File: config.mk
export PLATFORM = sky130hd
export DESIGN_NAME = pipe_ctrl
export DESIGN_NICKNAME = d
export VERILOG_FILES = /design/src/rtl/core_pkg.sv /design/src/rtl/sat_counter.sv /design/src/rtl/pipe_ctrl.sv
export SDC_FILE = /design/constraint.sdc
export NUM_CORES = 1
export LEC_CHECK = 0
export CAP_MARGIN = 20
export CELL_PAD_IN_SITES_DETAIL_PLACEMENT = 1
export CELL_PAD_IN_SITES_GLOBAL_PLACEMENT = 1
export CORE_ASPECT_RATIO = 0.7
export CORE_UTILIZATION = 39
export DETAILED_ROUTE_END_ITERATION = 8
export PLACE_DENSITY_LB_ADDON = 0.1
export RECOVER_POWER = 50
export SYNTH_ARGS = -nofsm -noshare
export SYNTH_HDL_FRONTEND = slang
export SYNTH_HIERARCHICAL = 1
export SYNTH_SLANG_ARGS = --single-unit
File: constraint.sdc
create_clock -name clk -period 6.08 [get_ports clk]
set_clock_uncertainty 0.2 [all_clocks]
set_input_delay 0.912 -clock clk [delete_from_list [all_inputs] [get_ports clk]]
set_output_delay 0.912 -clock clk [all_outputs]
set_load 0.01 [all_outputs]
File: src/rtl/core_pkg.sv
// Shared types and default constants for the 16-bit core pipeline.
package core_pkg;

    typedef enum logic [1:0] {
        PS_RUN,
        PS_DRAIN,
        PS_HALTED
    } pipe_state_t;

    localparam int unsigned PIPE_DRAIN_CYCLES = 2;
    localparam int unsigned PIPE_CNT_W        = 16;

endpackage

File: src/rtl/sat_counter.sv
// Event counter that sticks at all-ones instead of wrapping.
module sat_counter #(
    parameter int unsigned W = 16
) (
    input  logic         clk,
    input  logic         reset,
    input  logic         inc,
    output logic [W-1:0] count
);

    always_ff @(posedge clk or negedge reset) begin
        if (!reset) begin
            count <= '0;
        end else if (inc && (count != '1)) begin
            count <= count + W'(1);
        end
    end

endmodule

File: src/rtl/pipe_ctrl.sv
// Central pipeline controller: stage enables/flushes for load-use stalls, mispredict flushes,
// external freezes and the halt drain, plus saturating stall/flush event counters.
module pipe_ctrl
    import core_pkg::*;
#(
    parameter int unsigned DRAIN_CYCLES = PIPE_DRAIN_CYCLES,
    parameter int unsigned CNT_W        = PIPE_CNT_W
) (
    input  logic             clk,
    input  logic             reset,
    input  logic [2:0]       rs_id,
    input  logic [2:0]       rt_id,
    input  logic             use_rs_id,
    input  logic             use_rt_id,
    input  logic [2:0]       regwrite_adr_ex,
    input  logic             regwrite_ex,
    input  logic             from_main_mem_ex,
    input  logic             jump_pred_miss,
    input  logic             is_halt_ex,
    input  logic             ext_stall,
    output logic             en_pc,
    output logic             en_ifid,
    output logic             en_idex,
    output logic             en_exmem,
    output logic             en_memwb,
    output logic             flush_ifid,
    output logic             flush_idex,
    output logic             flush_exmem,
    output logic             flush_memwb,
    output logic             flushed,
    output logic             is_halt,
    output logic [CNT_W-1:0] stall_cnt,
    output logic [CNT_W-1:0] flush_cnt
);

    localparam int unsigned DW = (DRAIN_CYCLES < 2) ? 1 : $clog2(DRAIN_CYCLES + 1);

    pipe_state_t   state_q;
    logic [DW-1:0] drain_q;
    logic          flushed_q;
    logic          is_halt_q;

    logic [4:0] en;  // {pc, ifid, idex, exmem, memwb}
    logic [3:0] fl;  // {ifid, idex, exmem, memwb}
    logic       load_use;
    logic       stall_inc;
    logic       flush_inc;

    assign load_use = from_main_mem_ex & regwrite_ex &
                      ((use_rs_id & (rs_id == regwrite_adr_ex)) |
                       (use_rt_id & (rt_id == regwrite_adr_ex)));

    always_comb begin
        en        = 5'b11111;
        fl        = 4'b0000;
        stall_inc = 1'b0;
        flush_inc = 1'b0;
        if (!reset || ext_stall) begin
            en = 5'b00000;
        end else begin
            unique case (state_q)
                PS_RUN: begin
                    if (is_halt_ex) begin
                        // HLT is squashed before MEM; older work in MEM/WB still retires.
                        en = 5'b01111;
                        fl = 4'b1110;
                    end else if (jump_pred_miss) begin
                        fl        = 4'b1100;
                        flush_inc = 1'b1;
                    end else if (load_use) begin
                        en        = 5'b00111;
                        fl        = 4'b0100;
                        stall_inc = 1'b1;
                    end
                end
                PS_DRAIN: begin
                    en = 5'b00111;
                    fl = 4'b0110;
                end
                default: en = 5'b00000;
            endcase
        end
    end

    always_ff @(posedge clk or negedge reset) begin
        if (!reset) begin
            state_q   <= PS_RUN;
            drain_q   <= '0;
            flushed_q <= 1'b0;
            is_halt_q <= 1'b0;
        end else begin
            flushed_q <= flush_inc;
            unique case (state_q)
                PS_RUN: begin
                    if (!ext_stall && is_halt_ex) begin
                        state_q <= PS_DRAIN;
                        drain_q <= DW'(DRAIN_CYCLES);
                    end
                end
                PS_DRAIN: begin
                    if (!ext_stall) begin
                        if (drain_q <= DW'(1)) begin
                            state_q   <= PS_HALTED;
                            is_halt_q <= 1'b1;
                            drain_q   <= '0;
                        end else begin
                            drain_q <= drain_q - DW'(1);
                        end
                    end
                end
                default: ;
            endcase
        end
    end

    assign {en_pc, en_ifid, en_idex, en_exmem, en_memwb}      = en;
    assign {flush_ifid, flush_idex, flush_exmem, flush_memwb} = fl;
    assign flushed = flushed_q;
    assign is_halt = is_halt_q;

    sat_counter #(
        .W (CNT_W)
    ) u_stall_cnt (
        .clk   (clk),
        .reset (reset),
        .inc   (stall_inc),
        .count (stall_cnt)
    );

    sat_counter #(
        .W (CNT_W)
    ) u_flush_cnt (
        .clk   (clk),
        .reset (reset),
        .inc   (flush_inc),
        .count (flush_cnt)
    );

endmodule

; ---- Word level (Yosys, flattened, before mapping)
; Cells that the tools add are included.
; Widths: inputs -> output; s select.
[classes]
addsub = 3
n_reduce_logical = 11
n_mux = 27
order_cmp = 1
eq_ne = 8
bitwise = 6
[ops]
columns = operator, count
row1 = $add 16x1->16 const B, 2
row2 = $ne 16x16->1 const B, 2
row3 = $mux 5, 4
row4 = $mux 2, 6
row5 = $mux 4, 3
row6 = $pmux 5 s2, 1
row7 = $mux 1, 9
row8 = $pmux 2 s2, 2
row9 = $pmux 4 s2, 1
row10 = $eq 3x3->1, 2
row11 = $ne 2x2->1 const B, 3
row12 = $reduce_and 3->1, 2
row13 = $and 1x1->1, 4
row14 = $reduce_and 4->1, 1
row15 = $logic_and 1x1->1, 3
row16 = $mux 3, 1
row17 = $eq 2x1->1 const B, 1
row18 = $le 2x1->1 const B, 1
row19 = $logic_not 1->1, 2
row20 = $logic_not 2->1, 1
row21 = $reduce_bool 2->1, 1
row22 = $sub 2x1->2 const B, 1
row23 = $logic_or 1x1->1, 1
row24 = $not 1->1, 1
row25 = $or 1x1->1, 1
[word_totals]
word_cells = 62
in_bits = 18
ff_bits = 38
out_inout_bits = 43

; ---- Longest topological paths before layout
; Gate-level depths: netlist of the first run.
[depth]
depth_word = 10
depth_mapped = 8
ltp_nobuf = 8

; ---- Hierarchy
; Netlist of the first run, hierarchy kept.
[by_module_without_submodules]
columns = mod, area_each_um2, n_inst, seq_area_each_um2, cells_per_inst
row1 = sat_counter, 859.6, 2, 400.4, 72
row2 = pipe_ctrl, 412.9, 1, 150.1, 47

; ---- Worst setup path before layout of the first run
; OpenSTA, ideal clock, no wires.
[synth_path]
kind = input-to-reg
startpoint = input port regwrite_adr_ex[0]
endpoint = register u_stall_cnt.count[5]
arrival_time_ns = 2.503
stages = 8
t_required_ns = 5.761
path_buffers = 0
setup_slack_ns = 3.258
setup_time_ns = 0.119
path_cell_list = xnor2_1 > and4_1 > a41oi_2 > nor3_1 > and3_1 > and4_2 > o211ai_1 > o21a_1
[synth_via]
elab_chain_cells = 10
word_cells_on_any_way = 12
classes_between = eq/ne: 2 / mux: 5 / bitwise: 4 / reduce/logical: 1
[synth_rtl]
columns = element, line
row1 = "start, declared", pipe_ctrl.sv:15  ; input logic [2:0] regwrite_adr_ex,
row2 = $eq 3x3->1 (on tied branches), "pipe_ctrl.sv:50, pipe_ctrl.sv:51"
row3 = $and 1x1->1 (on tied branches), "pipe_ctrl.sv:50, pipe_ctrl.sv:51"
row4 = $or 1x1->1 *, pipe_ctrl.sv:50  ; ((use_rs_id & (rs_id == regwrite_adr_ex)) |
row5 = $and 1x1->1 *, pipe_ctrl.sv:49  ; assign load_use = from_main_mem_ex & regwrite_ex &
row6 = $mux 1 *, pipe_ctrl.sv:70  ; end else if (load_use) begin
row7 = $mux 1 *, pipe_ctrl.sv:67  ; end else if (jump_pred_miss) begin
row8 = $mux 1 *, pipe_ctrl.sv:63  ; if (is_halt_ex) begin
row9 = $mux 1 *, pipe_ctrl.sv:61  ; unique case (state_q)
row10 = $mux 1 *, pipe_ctrl.sv:58  ; if (!reset || ext_stall) begin
row11 = via stall_inc, pipe_ctrl.sv:46  ; logic stall_inc;
row12 = $logic_and 1x1->1 *, sat_counter.sv:14  ; end else if (inc && (count != '1)) begin
row13 = "end signal, assigned", sat_counter.sv:15  ; count <= count + W'(1);
row14 = "end, declared", sat_counter.sv:8  ; output logic [W-1:0] count
; The timed path passes the listed nets; every way through them passes the cells marked *.
; A chain may end at the register's enable or synchronous reset.

; ---- Final worst setup path of the first run
[layout_path]
startpoint = input port ext_stall
endpoint = output port en_pc
[layout_via]
elab_chain_cells = 2
[layout_rtl]
columns = element, line
row1 = "start, declared", pipe_ctrl.sv:20  ; input logic ext_stall,
row2 = $logic_or 1x1->1, pipe_ctrl.sv:58
row3 = $mux 5, pipe_ctrl.sv:58
row4 = "end, declared", pipe_ctrl.sv:21  ; output logic en_pc,
; Every way passes these cells.

==> impl_results.md, run 1 <==
* Final Cycle Share at 66.05%
* Global-route wire length before repair at 9.639 mm
* Routing usage on met2 at 32.06%
* Area leader, netlist: dfrtp_1
* Worst-margin pin slew at 0.8983 ns
* Tightest Hold Check Type: reg -> reg
* Most frequent cells in the layout: 41 x clkdlybuf4s50_1, 38 x dfrtp_1, 17 x dlygate4sd3_1, 16 x xnor2_1, 16 x nand4_1
* Pins Over Slew Limit at 0
* Final setup viols at 0
* Status: finished with violations
* Headroom to the max-slew limit at 40.11%
* Hold Fails Final Rpt at 0
* Critical path class: in -> out
* Main flop type after synthesis: dfrtp_1
* Total gr overflow at 0
* Commonest non-fill, non-tap cell in the layout: clkdlybuf4s50_1
* Largest net degree at the start of global routing at 42
* GR peak layer: met2
* Worst setup EP type: primary output
* Synth top area share at 44.60%
* Clock root buffer: clkbuf_8
* Max Root-Sink Buffers at 2
* Post-route ant nets at 0
* Syn Nets at 211
* Power Density at 217.5 mW/mm2
* Vias/cell at 5.520
* H-tree levels at 2
* Crit path launch type: input pin
* Fraction of registers with async set or reset after synthesis at 100.0%
* Register bit total from synthesis at 38
* Dpl cells at 319
* Vias in the first global route at 1,832
* Number of synthesized flops with an enable pin at 0
* Drt wl/cell at 17.07 um
* Post-route cell area at 0.002928 mm2
* Core area at 0.005258 mm2
* Synth cell types at 42
* Post-CTS setup buffer count at 0
* Worst skew pair latency at 0.30 ns
* Pre-antenna DRT Iters at 6
* Hold Buf Count CTS at 0
* Number of diodes at 0
* P_leak at 1.272 nW
* Worst Path Max Fanout at 6
* Worst r2r path cells at 7
* Remaining DRCs at 1
* Worst-case vdd ir drop at 0.1092 mV
* Violated checks: design-rule violations
* DR iter-0 viols at 44
* Met1 usage at 31.18%
* GR met3 Demand/Resource at 4.881%
* Num rows at 22
* Min Tclk post-route at 4.016 ns
* Fin cells at 327
* Initial antenna violation count at 0
* Die height at 63.86 um
* Die ar. at 0.005771 mm2
* CP Data Arrival Time at 2.90 ns
* Inserted Clock Buffers at 5
* Io pins at 61
* Layout cells sized above 1 at 12.16%
* Final setup margin at 2.064 ns
* Tot Pwr at 0.6367 mW
* Worst hold stages at 1
* Mapped Cells at 191
* Nets at 274
* Chip width at 90.37 um
* Post-place setup slack at 2.147 ns
* RSZ-0062 raised after global routing: no
* Top cells by area, synth: dfrtp_1 45%, xnor2_1 6.6%, nand4_1 4.7%
* Clk slew on worst S/H paths at 0.08 ns
* Sequential share of the synthesized area at 44.60%
* GRT Total Usage at 21.66%
* # port buffers at 59
* Mean Syn Cell Area at 11.16 um2
* Final TNS setup at 0 ns
* Drt total wl at 5.582 mm
* Max Cap Viol at 0
* Area grow syn2layout at 37.32%
* Routability cong. at 0.7178
* Vias at 1,805
* Hpwl dp at 4.115 mm
* # clock sinks at 38
* CTS tree: done
* Synth Cell Area at 0.002132 mm2
* Synth warn at 6
* Peak Freq at 249.0 MHz
* Effective utilization at floorplan at 40.55%
* WP data required at 4.97 ns
* Placed cell area at 0.002785 mm2
* CTS resizes at 0
where the power goes:
| part | leakage [nW] | internal, mW | switching (mW) |
|---|---|---|---|
| sequential | 0.512 | 0.270 | 0.0176 |
| combinational | 0.689 | 0.0432 | 0.0362 |
| clock | 0.0714 | 0.175 | 0.0947 |
| total | 1.27 | 0.488 | 0.149 |
flip-flops by register name (all words and copies together) (netlist names):
register	count
state_q	2
is_halt	1
u_stall_cnt/count	16
u_flush_cnt/count	16
flushed	1
drain_q	2
kinds of logic (layout without fill, tap and decap cells):
| kind of cell | count (synthesis) | after routing | synth area share [%] |
|---|---|---|---|
| mux | 2 | 2 | 1.056 |
| xor+xnor | 20 | 20 | 8.216 |
| buf+inv | 5 | 69 | 1.409 |
| simple gates | 82 | 82 | 28.46 |
| other cells | 1 | 1 | 0.1759 |
| fa+ha+maj | 2 | 2 | 1.174 |
| compound gates | 41 | 41 | 14.91 |
| flops | 38 | 38 | 44.60 |
area by class of cell:
type,instances,area (um2)
timing repair buffer,59,585.6
fill,562,2330
sequential,38,950.9
multi-input combinational,148,1151
inverter,2,7.507
tap,72,90.09
clock buffer,6,82.58
clock inverter,2,60.06
Yosys cell counts, types with 2 or more instances:
cell / n
nand4_2: 2
and4_4: 2
and3_1: 4
mux2_1: 2
nor3_2: 2
ha_1: 2
nor2_1: 11
nand2_1: 11
buf_4: 3
o21ai_0: 3
nand4_4: 2
nor2_2: 2
dfrtp_1: 38
nand3_1: 11
and4_1: 3
xor2_1: 4
a31oi_1: 6
o31ai_4: 2
a32oi_1: 2
inv_1: 2
o211ai_1: 2
and4_2: 2
a21oi_1: 8
nor3_1: 3
o21a_1: 10
nand4_1: 16
nand3_4: 2
nor4_4: 4
and4b_1: 2
xnor2_1: 16
per-stage QoR:
stage	hold slack (ns)	util [%]
floorplan	0.2667	-
global placement	0.2506	52.97
detailed placement	0.2553	52.97
CTS	0.2747	55.69
global route	0.3012	55.69
finish	0.2662	55.69
path summary, 6_finish.rpt:
check                                       startpoint                           endpoint  slack (ns)
worst max-delay path                         ext_stall                              en_pc        2.06
worst min-delay path               is_halt$_DFFE_PN0P_                is_halt$_DFFE_PN0P_        0.27
worst max register to register  state_q[1]$_DFFE_PN0P_  u_stall_cnt/count[10]$_DFFE_PN0P_        3.28
worst min register to register     is_halt$_DFFE_PN0P_                is_halt$_DFFE_PN0P_        0.27
max in group asynchronous                        reset   u_flush_cnt/count[7]$_DFFE_PN0P_        4.58
min in group asynchronous                        reset             state_q[0]$_DFFE_PN0P_        0.53
worst max-delay path, stage by stage:
cell and delay, ns:
dlygate4sd3_1 0.58, nor2_1 0.34, nand3b_1 0.20, nor2_1 0.18, o31a_1 0.16, clkdlybuf4s50_1 0.53
metal layers:
metal	part of all wire [%]	up-vias
met5	0	-
met4	1.4	0
met3	5.1	7
met2	41	59
met1	52	872
li1	-	867
Note: power is estimated with default switching activity, not from simulation.
==> run 2, diff against run 1 <==
--- a/config.mk
+++ b/config.mk
@@ -9,7 +9,7 @@
 export CELL_PAD_IN_SITES_DETAIL_PLACEMENT = 1
 export CELL_PAD_IN_SITES_GLOBAL_PLACEMENT = 1
 export CORE_ASPECT_RATIO = 0.7
-export CORE_UTILIZATION = 39
+export CORE_UTILIZATION = 37
 export DETAILED_ROUTE_END_ITERATION = 8
 export PLACE_DENSITY_LB_ADDON = 0.1
 export RECOVER_POWER = 50
==> constraint.sdc (replaced) <==
create_clock -name clk -period 3.75 [get_ports clk]
set_clock_uncertainty 0.2 [all_clocks]
set_input_delay 0.5625 -clock clk [delete_from_list [all_inputs] [get_ports clk]]
set_output_delay 0.5625 -clock clk [all_outputs]
set_load 0.01 [all_outputs]
==> impl_results.md, run 2 (synthesis gave the netlist of run 1 again) <==
* Violated checks: max-capacitance violations, max-slew violations
* Tot Pwr at 0.8801 mW
* Drt wl/cell at 16.12 um
* Global-route wire length before repair at 9.004 mm
* Min Tclk post-route at 3.268 ns
* Peak Freq at 306.0 MHz
* GRT Total Usage at 19.18%
* Internal Power at 0.6558 mW
* CTS tree: done
* Placed cell area at 0.002800 mm2
* Power Density at 304.9 mW/mm2
* Largest net degree at the start of global routing at 39
* Worst-case vdd ir drop at 0.1332 mV
* Final setup viols at 0
* Worst-margin pin slew at 2.060 ns
* Worst setup EP type: primary output
* P_leak at 1.253 nW
* Pins Over Slew Limit at 39
* Net switching power at 0.2243 mW
* Hold Buf Count CTS at 0
* Die ar. at 0.006075 mm2
* Vias in the first global route at 1,709
* Final setup margin at 0.4823 ns
* Area grow syn2layout at 35.39%
* Remaining DRCs at 0
* DR iter-0 viols at 115
* Top Registers: u_flush_cnt/count (16), u_stall_cnt/count (16)
* Sw Ratio at 25.48%
* Vias at 1,801
* Sequential share of power at 53.0%
* Power share of the combinational group at 14.3%
* Max Cap Viol at 1
* Multi-input logic area at 0.001151 mm2
* Sequential cell area at 950.9 um2
* Worst reg2reg path startpoint: state_q[1]$_DFFE_PN0P_
* Post-route cell area at 0.002887 mm2
* Layout cells sized above 1 at 11.67%
* Most frequent cells in the layout: 41 x clkdlybuf4s50_1, 38 x dfrtp_1, 17 x dlygate4sd3_1, 16 x xnor2_1, 16 x nand4_1
* Hold Fails Final Rpt at 0
* Hold wc startpoint: is_halt$_DFFE_PN0P_
* Fillers at 603
* WP data required at 2.99 ns
* Hold endpoint: is_halt$_DFFE_PN0P_
* Final Cycle Share at 87.14%
* Clock root buffer: clkbuf_8
* # clock sinks at 38
* Worst r2r path cells at 8
* Inserted Clock Buffers at 5
* Nets at 276
* H-tree levels at 2
* Crit path launch type: input pin
* CP Data Arrival Time at 2.51 ns
* Tightest Hold Check Type: reg -> reg
* Core area at 0.005395 mm2
* Max Root-Sink Buffers at 2
* Clk slew on worst S/H paths at 0.07 ns
* Final TNS setup at 0 ns
* Drt total wl at 5.304 mm
* Post-place setup slack at 0.6172 ns
* Total gr overflow at 0
* Io pins at 61
* Commonest non-fill, non-tap cell in the layout: clkdlybuf4s50_1
* Worst skew pair latency at 0.28 ns
* CTS resizes at 0
* Post-route ant nets at 0
* FF-to-FF setup slack at 1.22 ns
* Worst hold stages at 1
* RSZ-0062 raised after global routing: no
* Worst Path Max Fanout at 6
* Critical path class: in -> out
* Clock Power Share at 32.7%
* Die height at 65.51 um
* Vias/cell at 5.474
* # port buffers at 59
* Crit Reg-Reg Endpoint: u_flush_cnt/count[5]$_DFFE_PN0P_
* Routability cong. at 0.7501
* Chip width at 92.73 um
* Initial antenna violation count at 0
* Hpwl dp at 4.017 mm
* Post-CTS setup buffer count at 0
* Num rows at 22
* Number of diodes at 0
* Pre-antenna DRT Iters at 4
* Headroom to the max-slew limit at -37.31%
* Effective utilization at floorplan at 39.52%
* Status: finished with violations
run 2: changes by cell type in the layout (fill, tap and decap cells not counted), sizes merged:
| cell | delta |
|---|---|
| bufinv | -2 |
| clkinv | +1 |
| clkbuf | +3 |
run 2: power by group through the flow:
stage	sequential, mW	combinational (mW)	clock, mW
after global placement	0.473	0.132	0
after CTS	0.467	0.133	0.302
final	0.466	0.126	0.288
after floorplan	0.473	0.0596	0
after detailed placement	0.475	0.133	0
after global routing	0.471	0.142	0.318
run 2: area by class of cell:
type                       instances  area share (%)
clock buffer                       7           2.991
sequential                        38           32.94
inverter                           2          0.2601
timing repair buffer              61           20.63
tap                               72           3.121
clock inverter                     1          0.1734
multi-input combinational        148           39.88
run 2: layer usage:
metal | part of all wire [%] | up-vias | global-route usage (%)
met5 | 0 | - | 0
li1 | - | 870 | -
met4 | 0.53 | 0 | 4.615
met1 | 56 | 880 | 31.20
met3 | 5.4 | 2 | 4.514
met2 | 38 | 49 | 24.54
run 2: worst max-delay path: stages:
cell,delay [ns]
dlygate4sd3_1,0.59
nor2_1,0.29
nand3b_1,0.19
nor2_1,0.18
o31a_1,0.16
clkdlybuf4s50_1,0.53
run 2: worst max path at each step:
| stage | from | endpoint | slack [ns] | depth (start not counted) |
|---|---|---|---|---|
| after global placement | ext_stall | en_pc | 0.63 | 6 |
| final | ext_stall | en_pc | 0.48 | 6 |
| after global routing | ext_stall | en_pc | 0.38 | 6 |
| after floorplan | regwrite_adr_ex[0] | u_stall_cnt/count[5]$_DFFE_PN0P_ | 1.28 | 8 |
| after CTS | ext_stall | en_pc | 0.61 | 6 |
| after detailed placement | ext_stall | en_pc | 0.62 | 6 |
run 2: metrics by stage:
step                      cells  hold slack (ns)  utilization (%)
after floorplan             191          0.06691                -
after global placement      321           0.2496            51.90
after detailed placement    321           0.2611            51.90
after CTS                   329           0.2008            53.59
after global routing        329           0.3062            53.50
final                       329           0.2667            53.50
